`config.mk`:
```
export PLATFORM = sky130hd
export DESIGN_NAME = warp_issue_scheduler
export DESIGN_NICKNAME = d
export VERILOG_FILES = /design/src/rtl/warp_issue_scheduler.sv
export SDC_FILE = /design/constraint.sdc
export NUM_CORES = 1
export LEC_CHECK = 0
export CORE_AREA = 5 5 443 445
export CTS_CLUSTER_DIAMETER = 30
export DETAILED_ROUTE_END_ITERATION = 8
export DIE_AREA = 0 0 448 450
export PLACE_DENSITY_LB_ADDON = 0.15
export SLEW_MARGIN = 25
export SYNTH_ARGS = -nofsm -noshare
export SYNTH_HDL_FRONTEND = slang
export SYNTH_SLANG_ARGS = --single-unit
```
`constraint.sdc`:
```
create_clock -name clock -period 14.1 [get_ports clock]
set_input_delay 2.115 -clock clock [delete_from_list [all_inputs] [get_ports clock]]
set_output_delay 2.115 -clock clock [all_outputs]
set_load 0.05 [all_outputs]
```
`src/rtl/warp_issue_scheduler.sv`:
```
// Round-robin issue scheduler: picks one eligible warp head per cycle, pops it from
// the instruction buffer and holds it in a registered valid/ready issue slot.
module warp_issue_scheduler #(
  parameter int NUM_WARPS = 8,
  parameter int ARCH_LEN  = 32,
  parameter int INST_BITS = 64,
  parameter int OP_BITS   = 9,
  parameter int NUM_LANES = 16,
  parameter int WID_BITS  = $clog2(NUM_WARPS)
) (
  input  logic                           clock,
  input  logic                           reset,
  input  logic [NUM_WARPS-1:0]           ibuf_valid,
  output logic [NUM_WARPS-1:0]           ibuf_ready,
  input  logic [NUM_WARPS*ARCH_LEN-1:0]  ibuf_pc,
  input  logic [NUM_WARPS*OP_BITS-1:0]   ibuf_op,
  input  logic [NUM_WARPS*NUM_LANES-1:0] ibuf_tmask,
  input  logic [NUM_WARPS*INST_BITS-1:0] ibuf_raw,
  input  logic [NUM_WARPS-1:0]           stall_mask,
  input  logic                           flush_valid,
  input  logic [WID_BITS-1:0]            flush_wid,
  output logic                           issue_valid,
  input  logic                           issue_ready,
  output logic [WID_BITS-1:0]            issue_wid,
  output logic [ARCH_LEN-1:0]            issue_pc,
  output logic [OP_BITS-1:0]             issue_op,
  output logic [NUM_LANES-1:0]           issue_tmask,
  output logic [INST_BITS-1:0]           issue_raw,
  output logic [31:0]                    issue_count
);

  logic                 out_valid_q, out_valid_d;
  logic [WID_BITS-1:0]  out_wid_q,   out_wid_d;
  logic [ARCH_LEN-1:0]  out_pc_q,    out_pc_d;
  logic [OP_BITS-1:0]   out_op_q,    out_op_d;
  logic [NUM_LANES-1:0] out_tmask_q, out_tmask_d;
  logic [INST_BITS-1:0] out_raw_q,   out_raw_d;
  logic [WID_BITS-1:0]  rr_ptr_q,    rr_ptr_d;
  logic [31:0]          issue_count_q, issue_count_d;

  logic                 kill_s;
  logic                 fire_s;
  logic                 can_load_s;
  logic                 pick_valid_s;
  logic [WID_BITS-1:0]  pick_s;
  logic [NUM_WARPS-1:0] eligible_s;

  logic [ARCH_LEN-1:0]  pc_arr_s    [NUM_WARPS];
  logic [OP_BITS-1:0]   op_arr_s    [NUM_WARPS];
  logic [NUM_LANES-1:0] tmask_arr_s [NUM_WARPS];
  logic [INST_BITS-1:0] raw_arr_s   [NUM_WARPS];

  // First set bit of elig at or after start, wrapping; MSB of the result is the found flag.
  function automatic logic [WID_BITS:0] rr_pick(input logic [NUM_WARPS-1:0] elig,
                                                input logic [WID_BITS-1:0]  start);
    logic                found;
    logic                hit;
    logic [WID_BITS-1:0] sel;
    int                  idx;
    found = 1'b0;
    sel   = start;
    for (int i = 0; i < NUM_WARPS; i++) begin
      idx   = int'(start) + i;
      idx   = (idx >= NUM_WARPS) ? idx - NUM_WARPS : idx;
      hit   = ~found & elig[WID_BITS'(idx)];
      sel   = hit ? WID_BITS'(idx) : sel;
      found = found | hit;
    end
    return {found, sel};
  endfunction

  assign kill_s     = flush_valid & out_valid_q & (flush_wid == out_wid_q);
  assign fire_s     = issue_valid & issue_ready;
  assign can_load_s = ~out_valid_q | fire_s | kill_s;

  // The held warp stays ineligible even while it fires: the scoreboard has not seen it yet.
  for (genvar w = 0; w < NUM_WARPS; w++) begin : g_warp
    assign pc_arr_s[w]    = ibuf_pc[ARCH_LEN*w +: ARCH_LEN];
    assign op_arr_s[w]    = ibuf_op[OP_BITS*w +: OP_BITS];
    assign tmask_arr_s[w] = ibuf_tmask[NUM_LANES*w +: NUM_LANES];
    assign raw_arr_s[w]   = ibuf_raw[INST_BITS*w +: INST_BITS];
    assign eligible_s[w]  = ibuf_valid[w] & ~stall_mask[w]
                          & ~(out_valid_q & (out_wid_q == WID_BITS'(w)))
                          & ~(flush_valid & (flush_wid == WID_BITS'(w)));
    assign ibuf_ready[w]  = ~reset & can_load_s & pick_valid_s & (pick_s == WID_BITS'(w));
  end

  assign {pick_valid_s, pick_s} = rr_pick(eligible_s, rr_ptr_q);

  // Next-state for the issue slot, round-robin pointer and issue counter.
  always_comb begin
    out_valid_d   = out_valid_q;
    out_wid_d     = out_wid_q;
    out_pc_d      = out_pc_q;
    out_op_d      = out_op_q;
    out_tmask_d   = out_tmask_q;
    out_raw_d     = out_raw_q;
    rr_ptr_d      = rr_ptr_q;
    issue_count_d = issue_count_q;
    if (can_load_s) begin
      out_valid_d = pick_valid_s;
      if (pick_valid_s) begin
        out_wid_d   = pick_s;
        out_pc_d    = pc_arr_s[pick_s];
        out_op_d    = op_arr_s[pick_s];
        out_tmask_d = tmask_arr_s[pick_s];
        out_raw_d   = raw_arr_s[pick_s];
        rr_ptr_d    = (pick_s == WID_BITS'(NUM_WARPS - 1)) ? {WID_BITS{1'b0}} : pick_s + 1'b1;
      end else begin
        rr_ptr_d    = rr_ptr_q;
      end
    end else begin
      out_valid_d = out_valid_q;
    end
    if (fire_s) begin
      issue_count_d = issue_count_q + 32'd1;
    end else begin
      issue_count_d = issue_count_q;
    end
  end

  // State registers; reset drops any instruction held in the slot.
  always_ff @(posedge clock or posedge reset) begin
    if (reset) begin
      out_valid_q   <= 1'b0;
      out_wid_q     <= {WID_BITS{1'b0}};
      out_pc_q      <= {ARCH_LEN{1'b0}};
      out_op_q      <= {OP_BITS{1'b0}};
      out_tmask_q   <= {NUM_LANES{1'b0}};
      out_raw_q     <= {INST_BITS{1'b0}};
      rr_ptr_q      <= {WID_BITS{1'b0}};
      issue_count_q <= 32'd0;
    end else begin
      out_valid_q   <= out_valid_d;
      out_wid_q     <= out_wid_d;
      out_pc_q      <= out_pc_d;
      out_op_q      <= out_op_d;
      out_tmask_q   <= out_tmask_d;
      out_raw_q     <= out_raw_d;
      rr_ptr_q      <= rr_ptr_d;
      issue_count_q <= issue_count_d;
    end
  end

  assign issue_valid = out_valid_q & ~kill_s;
  assign issue_wid   = out_wid_q;
  assign issue_pc    = out_pc_q;
  assign issue_op    = out_op_q;
  assign issue_tmask = out_tmask_q;
  assign issue_raw   = out_raw_q;
  assign issue_count = issue_count_q;

endmodule

```
**After elaboration in Yosys (flattened, before gate mapping)**

Cells that the tools add are included.

- Latch bits: 0
- Bits in read-only memories: 0
- Register bits after elaboration: 160
- Memories kept: 0
- Input port bits: 991
- RAM bits: 0

- Order comparisons: 17
- Muxes and demuxes: 53
- Multiply operators: 0
- Reduce and logical (&&, ||, !) cells: 4
- Divide/modulo/power cells: 0
- Equality and inequality tests: 22
- Shift-type cells: 0
- Bitwise gates (word level): 105
- $add $sub $neg: 17

Operator list:

| operator | count |
|---|---|
| $bmux 64 s3 | 1 |
| $mux 64 | 2 |
| $bmux 32 s3 | 1 |
| $mux 32 | 2 |
| $and 1x1->1 | 61 |
| $mux 3 | 17 |
| $bmux 16 s3 | 1 |
| $lt 3x5->1 const B | 8 |
| $eq 3x3->1 const B | 12 |
| $not 1->1 | 34 |
| $add 32x1->32 const B | 1 |
| $ge 4x4->1 const B | 8 |
| $mux 16 | 2 |
| $bmux 9 s3 | 1 |
| $bmux 1 s3 | 8 |
| $sub 3x1->3 const B | 8 |
| $eq 3x2->1 const B | 6 |
| $mux 9 | 2 |
| $add 3x3->4 const B | 4 |
| $mux 1 | 16 |
| $eq 3x1->1 const B | 3 |
| $logic_not 3->1 | 3 |
| $or 1x1->1 | 9 |
| $add 3x2->4 const B | 2 |
| 6 further kinds | 6 |

**Logic depth before layout (Yosys ltp)**

- Depth in word-level cells: 33
- Mapped depth: 19
- Gate-level depth less buffers: 15

**Worst setup path after synthesis**

OpenSTA, ideal clock, no wires.

- Path type: input to output
- Start: in flush_wid[1]
- End: out ibuf_ready[7]
- Required time: 11.985 ns
- Arrival: 6.736 ns
- Stages: 16
- Path slack: 5.249 ns
- Buffers on the path: 3
- Cell sequence: clkbuf_1 -> and4b_1 -> nor4b_1 -> o22ai_1 -> mux4_2 -> and2_4 -> a211oi_2 -> o22ai_1 -> or3_1 -> a221o_1 -> buf_2 -> clkinv_2 -> buf_2 -> ha_1 -> inv_1 -> nor4_1

- Word-level cells in the longest chain between the ends: 30

RTL lines:

| element | line | RTL |
|---|---|---|
| from (decl) | 21 | `input logic [WID_BITS-1:0] flush_wid,` |
| $eq 3x1->1 (tied with other cells) | 84 | `& ~(flush_valid & (flush_wid == WID_BITS'(w)));` |
| $and 1x1->1 | 84 |  |
| $not 1->1 | 84 |  |
| $and 1x1->1 | 84 |  |
| $bmux 1 s3 | 65 | `hit = ~found & elig[WID_BITS'(idx)];` |
| $mux 1 (not written as such) (2 in series) | 65 |  |
| $not 1->1 | 65 |  |
| $and 1x1->1 | 65 |  |
| [... 14 more ...] | - |  |
| $and 1x1->1 | 65 |  |
| $or 1x1->1 | 67 | `found = found \| hit;` |
| $not 1->1 | 65 |  |
| $and 1x1->1 | 65 |  |
| $mux 3 (*) | 66 | `sel = hit ? WID_BITS'(idx) : sel;` |
| named net pick_s[1] | 45 | `logic [WID_BITS-1:0] pick_s;` |
| $eq 3x3->1 (*) | 85 | `assign ibuf_ready[w] = ~reset & can_load_s & pick_valid_s & (pick_s == WID_BITS'(w));` |
| $and 1x1->1 (*) | 85 |  |
| to (decl) | 14 | `output logic [NUM_WARPS-1:0] ibuf_ready,` |

Mark *: on every way through the listed nets, which the timed path passes. The rest lies on a longest branch. The select of a mux whose other input is x is not followed.

**Final worst setup path**

- Start: in flush_wid[2]
- End: out ibuf_ready[7]

- Word-level cells in the longest chain between the ends: 30

RTL lines:

| element | line |
|---|---|
| $eq 3x1->1 (tied with other cells) | 84 |
| $and 1x1->1 | 84 |
| $not 1->1 | 84 |
| $and 1x1->1 | 84 |
| $bmux 1 s3 | 65 |
| $mux 1 (not written as such) (2 in series) | 65 |
| $not 1->1 | 65 |
| $and 1x1->1 | 65 |
| [... 13 more ...] | - |
| $not 1->1 | 65 |
| $and 1x1->1 | 65 |
| $or 1x1->1 | 67 |
| $not 1->1 | 65 |
| $and 1x1->1 | 65 |
| $mux 3 / $or 1x1->1 (equally long branches) | 66, 67 |
| $eq 3x3->1 / $and 1x1->1 (equally long branches) | 85 |
| $and 1x1->1 (*) | 85 |

Every way passes the cells marked *; elsewhere a longest branch is shown, timed or not. The select of a mux whose other input is x is not followed.

==> reports/qor.txt <==
SETUP PATH
----------------------------------------------------------------------------------------
Number of buffers and inverters on the critical path ......................            4
Longest individual stage delay on the worst path ..........................      0.97 ns
Category of cells accounting for the largest share of critical-path delay . buffers and inverters
Cells along the critical path ............................................. clkdlybuf4s50_1, and4b_1, nor4b_1, o22ai_1, mux4_2, and2_4, a211oi_2, o22ai_1, or3_1, a221o_4, inv_6, ha_1, inv_1, nor4_1, clkdlybuf4s50_1
Critical path peak fanout .................................................           26
Kind of capture point of the worst setup path .............................  output port
Required time reported for the critical path endpoint .....................     11.98 ns
Worst EP arrival ..........................................................      7.83 ns
Kind of start point of the critical path .................................. primary input
Type of the worst setup path ..............................................       in2out
Worst reg-to-reg setup slack ..............................................      6.79 ns
Highest-delay cell along the critical path ................................ sky130_fd_sc_hd__clkdlybuf4s50_1

STA
----------------------------------------------------------------------------------------
Fmax achieved .............................................................    0.101 GHz
Slew of the pin with the lowest slew margin ...............................     0.960 ns
Clock period minus worst slack ............................................      9.95 ns
Worst-case setup margin in the final layout ...............................      4.15 ns
Setup tns final ...........................................................         0 ns
Max transition margin .....................................................        36.0%
Hold_ws ...................................................................     0.491 ns
Max-slew violation total from the final report ............................            0
Setup repair after global routing missed its margin .......................           no
Final hold viol count .....................................................            0
Final Cycle Share .........................................................        70.6%
Setup violation total in the final timing report ..........................            0
Worst Clk Skew ............................................................    0.0174 ns

LAYOUT
----------------------------------------------------------------------------------------
Most common cell after layout, fill and taps aside ........................ sky130_fd_sc_hd__clkdlybuf4s50_1
Area Overhead vs Synth ....................................................         105%
Final nets ................................................................        3,370
Number of fill cells ......................................................       21,600
Share of layout cells above drive strength 1 ..............................        13.8%
Commonest non-fill, non-tap cells in the layout ........................... sky130_fd_sc_hd__clkdlybuf4s50_1 (1,155), sky130_fd_sc_hd__a21oi_1 (250), sky130_fd_sc_hd__mux4_2 (245), sky130_fd_sc_hd__dfrtp_1 (160), sky130_fd_sc_hd__nand2_1 (158)

CLOCKING
----------------------------------------------------------------------------------------
Post-cts gate resize count ................................................            0
Clk pin slew, worst setup/hold paths ......................................      0.09 ns
TritonCTS Sinks ...........................................................          160
Clock tree from TritonCTS .................................................        built
# hold bufs at CTS ........................................................            0
Source-to-sink clock delay at the later pin of the worst-skew pair ........      0.53 ns
Post-CTS setup buffer count ...............................................            0
H-tree lvl count ..........................................................            4
TritonCTS buffer count ....................................................           17
Buffers from clock root to sink, at most ..................................            2
Root buffer cell .......................................................... sky130_fd_sc_hd__clkbuf_16

DIE
----------------------------------------------------------------------------------------
Starting utilization of the core area .....................................        7.43%
Area of the die ...........................................................    0.202 mm2
Die height ................................................................       450 um
Number of placement rows ..................................................          161
I/O pins ..................................................................        1,156
Placeable Area ............................................................    0.192 mm2
Die extent in x ...........................................................       448 um

GRT
----------------------------------------------------------------------------------------
Maximum number of pins on one net before global-route repair ..............           69
Wire length of the first global-routing pass ..............................   187,000 um
GR Util All Layers ........................................................        14.1%
Vias in the first global route ............................................       18,000
Antenna violations before repair ..........................................           74
Residual overflow from global routing .....................................            0

LOGIC SYNTHESIS
----------------------------------------------------------------------------------------
Mean Syn Cell Area ........................................................     11.0 um2
Warnings, synthesis .......................................................            0
Cells after Synth .........................................................        1,294
Number of register bits inferred by synthesis .............................          160
Async set or reset register ratio after synthesis .........................         100%
Number of enable-type register cells in the synthesized netlist ...........            0
Post-Syn Nets .............................................................        2,292
Area of the mapped netlist ................................................   0.0143 mm2
Share of synthesized area occupied by flip-flops and latches ..............        28.1%
Most frequently used flop master after synthesis .......................... sky130_fd_sc_hd__dfrtp_1
Distinct cell type count after synthesis ..................................           68

PLACE
----------------------------------------------------------------------------------------
Setup Slack @ Placement ...................................................      4.22 ns
Post-detail-place hpwl ....................................................   126,000 um
GP Congestion .............................................................        0.847
Buffers on Ports ..........................................................        1,155

OUTCOME
----------------------------------------------------------------------------------------
Result of the run ......................................................... finished, final reports clean

DRT
----------------------------------------------------------------------------------------
Post-route antenna net violation count ....................................            0
Final WL ..................................................................   146,000 um
Post-detailed-route DRC marker count ......................................            0
Starting DRT DRC Count ....................................................          866
Via density ...............................................................         3.31
Count of vias placed by the detailed router ...............................       16,300
Mean routed wirelength per cell ...........................................      29.7 um
First-pass DRT Iterations .................................................            5

WORST HOLD PATH
----------------------------------------------------------------------------------------
Tightest Hold Check Type ..................................................      reg2reg

FLOW RUN
----------------------------------------------------------------------------------------
Maximum Capacitance Violations ............................................            0

[flip-flops by register name, summed over array words and instances (netlist names)]
signal / count
rr_ptr_q: 3
issue_count: 32
out_valid_q: 1
issue_pc: 32
issue_op: 9
issue_wid: 3
issue_raw: 64
issue_tmask: 16
[worst register-to-register path, delay by kind of cell, from the launching register on]
| kind | cells | cell delay [ns] |
|---|---|---|
| adders and majority gates | 1 | 0.71 |
| DFF | 1 | 0.74 |
| AOI/OAI and AO/OA | 5 | 0.98 |
| xor gates and xnor gates | 1 | 0.26 |
| buffers and inverters | 6 | 3.02 |
| muxes | 2 | 1.47 |
[path summary, 6_finish.rpt]
check	start	to	cells past startpoint
setup / recovery	flush_wid[2]	ibuf_ready[7]	15
hold / removal	issue_count[31]	issue_count[31]	1
setup reg to reg	rr_ptr_q[1]	issue_pc[25]	15
hold reg to reg	issue_count[31]	issue_count[31]	1
max in group asynchronous	reset	issue_raw[49]	4
min in group asynchronous	reset	rr_ptr_q[0]	2
[metal layers]
layer / GRT usage, % / part of all wire (%) / vias up
met3: 5.11 / 7.9 / 108
li1: - / - / 7158
met1: 15.9 / 38 / 8370
met2: 25.9 / 53 / 612
met5: 0 / 0.17 / -
met4: 1.45 / 0.66 / 38
[area by class of cell]
type | count | area, um2 | area share [%]
Multi-Input combinational cell | 1000 | 9530 | 32.6
Tap cell | 2526 | 3160 | 10.8
Antenna cell | 9 | 22.5 | 0.0772
Clock inverter | 14 | 173 | 0.592
Clock buffer | 18 | 439 | 1.51
Sequential cell | 160 | 4000 | 13.7
Inverter | 15 | 85.1 | 0.292
Timing Repair Buffer | 1178 | 11800 | 40.3
[cells by family (layout without fill, tap and decap cells)]
group	Yosys count	count (layout)	synth area share, %
muxes	252	252	39.3
and+or+nand+nor	398	398	12.5
AOI/OAI and AO/OA	301	301	11.5
xor gates and xnor gates	42	42	2.63
DFF	160	160	28.1
other	0	9	0
buffers and inverters	134	1225	5.35
adders and majority gates	7	7	0.614
[synth_stat cells, types with 11 or more instances]
| library cell | count | area [um2] |
|---|---|---|
| sky130_fd_sc_hd__a21oi_1 | 250 | 1250 |
| sky130_fd_sc_hd__buf_1 | 14 | 52.6 |
| sky130_fd_sc_hd__buf_2 | 30 | 150 |
| sky130_fd_sc_hd__buf_4 | 16 | 120 |
| sky130_fd_sc_hd__buf_6 | 19 | 214 |
| sky130_fd_sc_hd__clkbuf_1 | 39 | 146 |
| sky130_fd_sc_hd__dfrtp_1 | 160 | 4000 |
| sky130_fd_sc_hd__inv_1 | 11 | 41.3 |
| sky130_fd_sc_hd__mux4_2 | 245 | 5520 |
| sky130_fd_sc_hd__nand2_1 | 158 | 593 |
| sky130_fd_sc_hd__nand3_1 | 15 | 75.1 |
| sky130_fd_sc_hd__nand4_1 | 11 | 68.8 |
| sky130_fd_sc_hd__nor2_1 | 146 | 548 |
| sky130_fd_sc_hd__o21ai_0 | 15 | 75.1 |
| sky130_fd_sc_hd__xnor2_1 | 32 | 280 |
[through the flow]
| step | area [um2] | instances | util, % |
|---|---|---|---|
| finish | 29200 | 4920 | 15.2 |
| global route | 29200 | 4912 | 15.2 |
| CTS | 29200 | 4911 | 15.2 |
| floorplan | 14300 | 1294 | - |
| detailed placement | 28500 | 4879 | 14.9 |
| global placement | 28500 | 4879 | 14.9 |
Power is left out: the tool's default activity adds up to more than one toggle a clock period on the data nets, which glitch-free logic cannot reach.
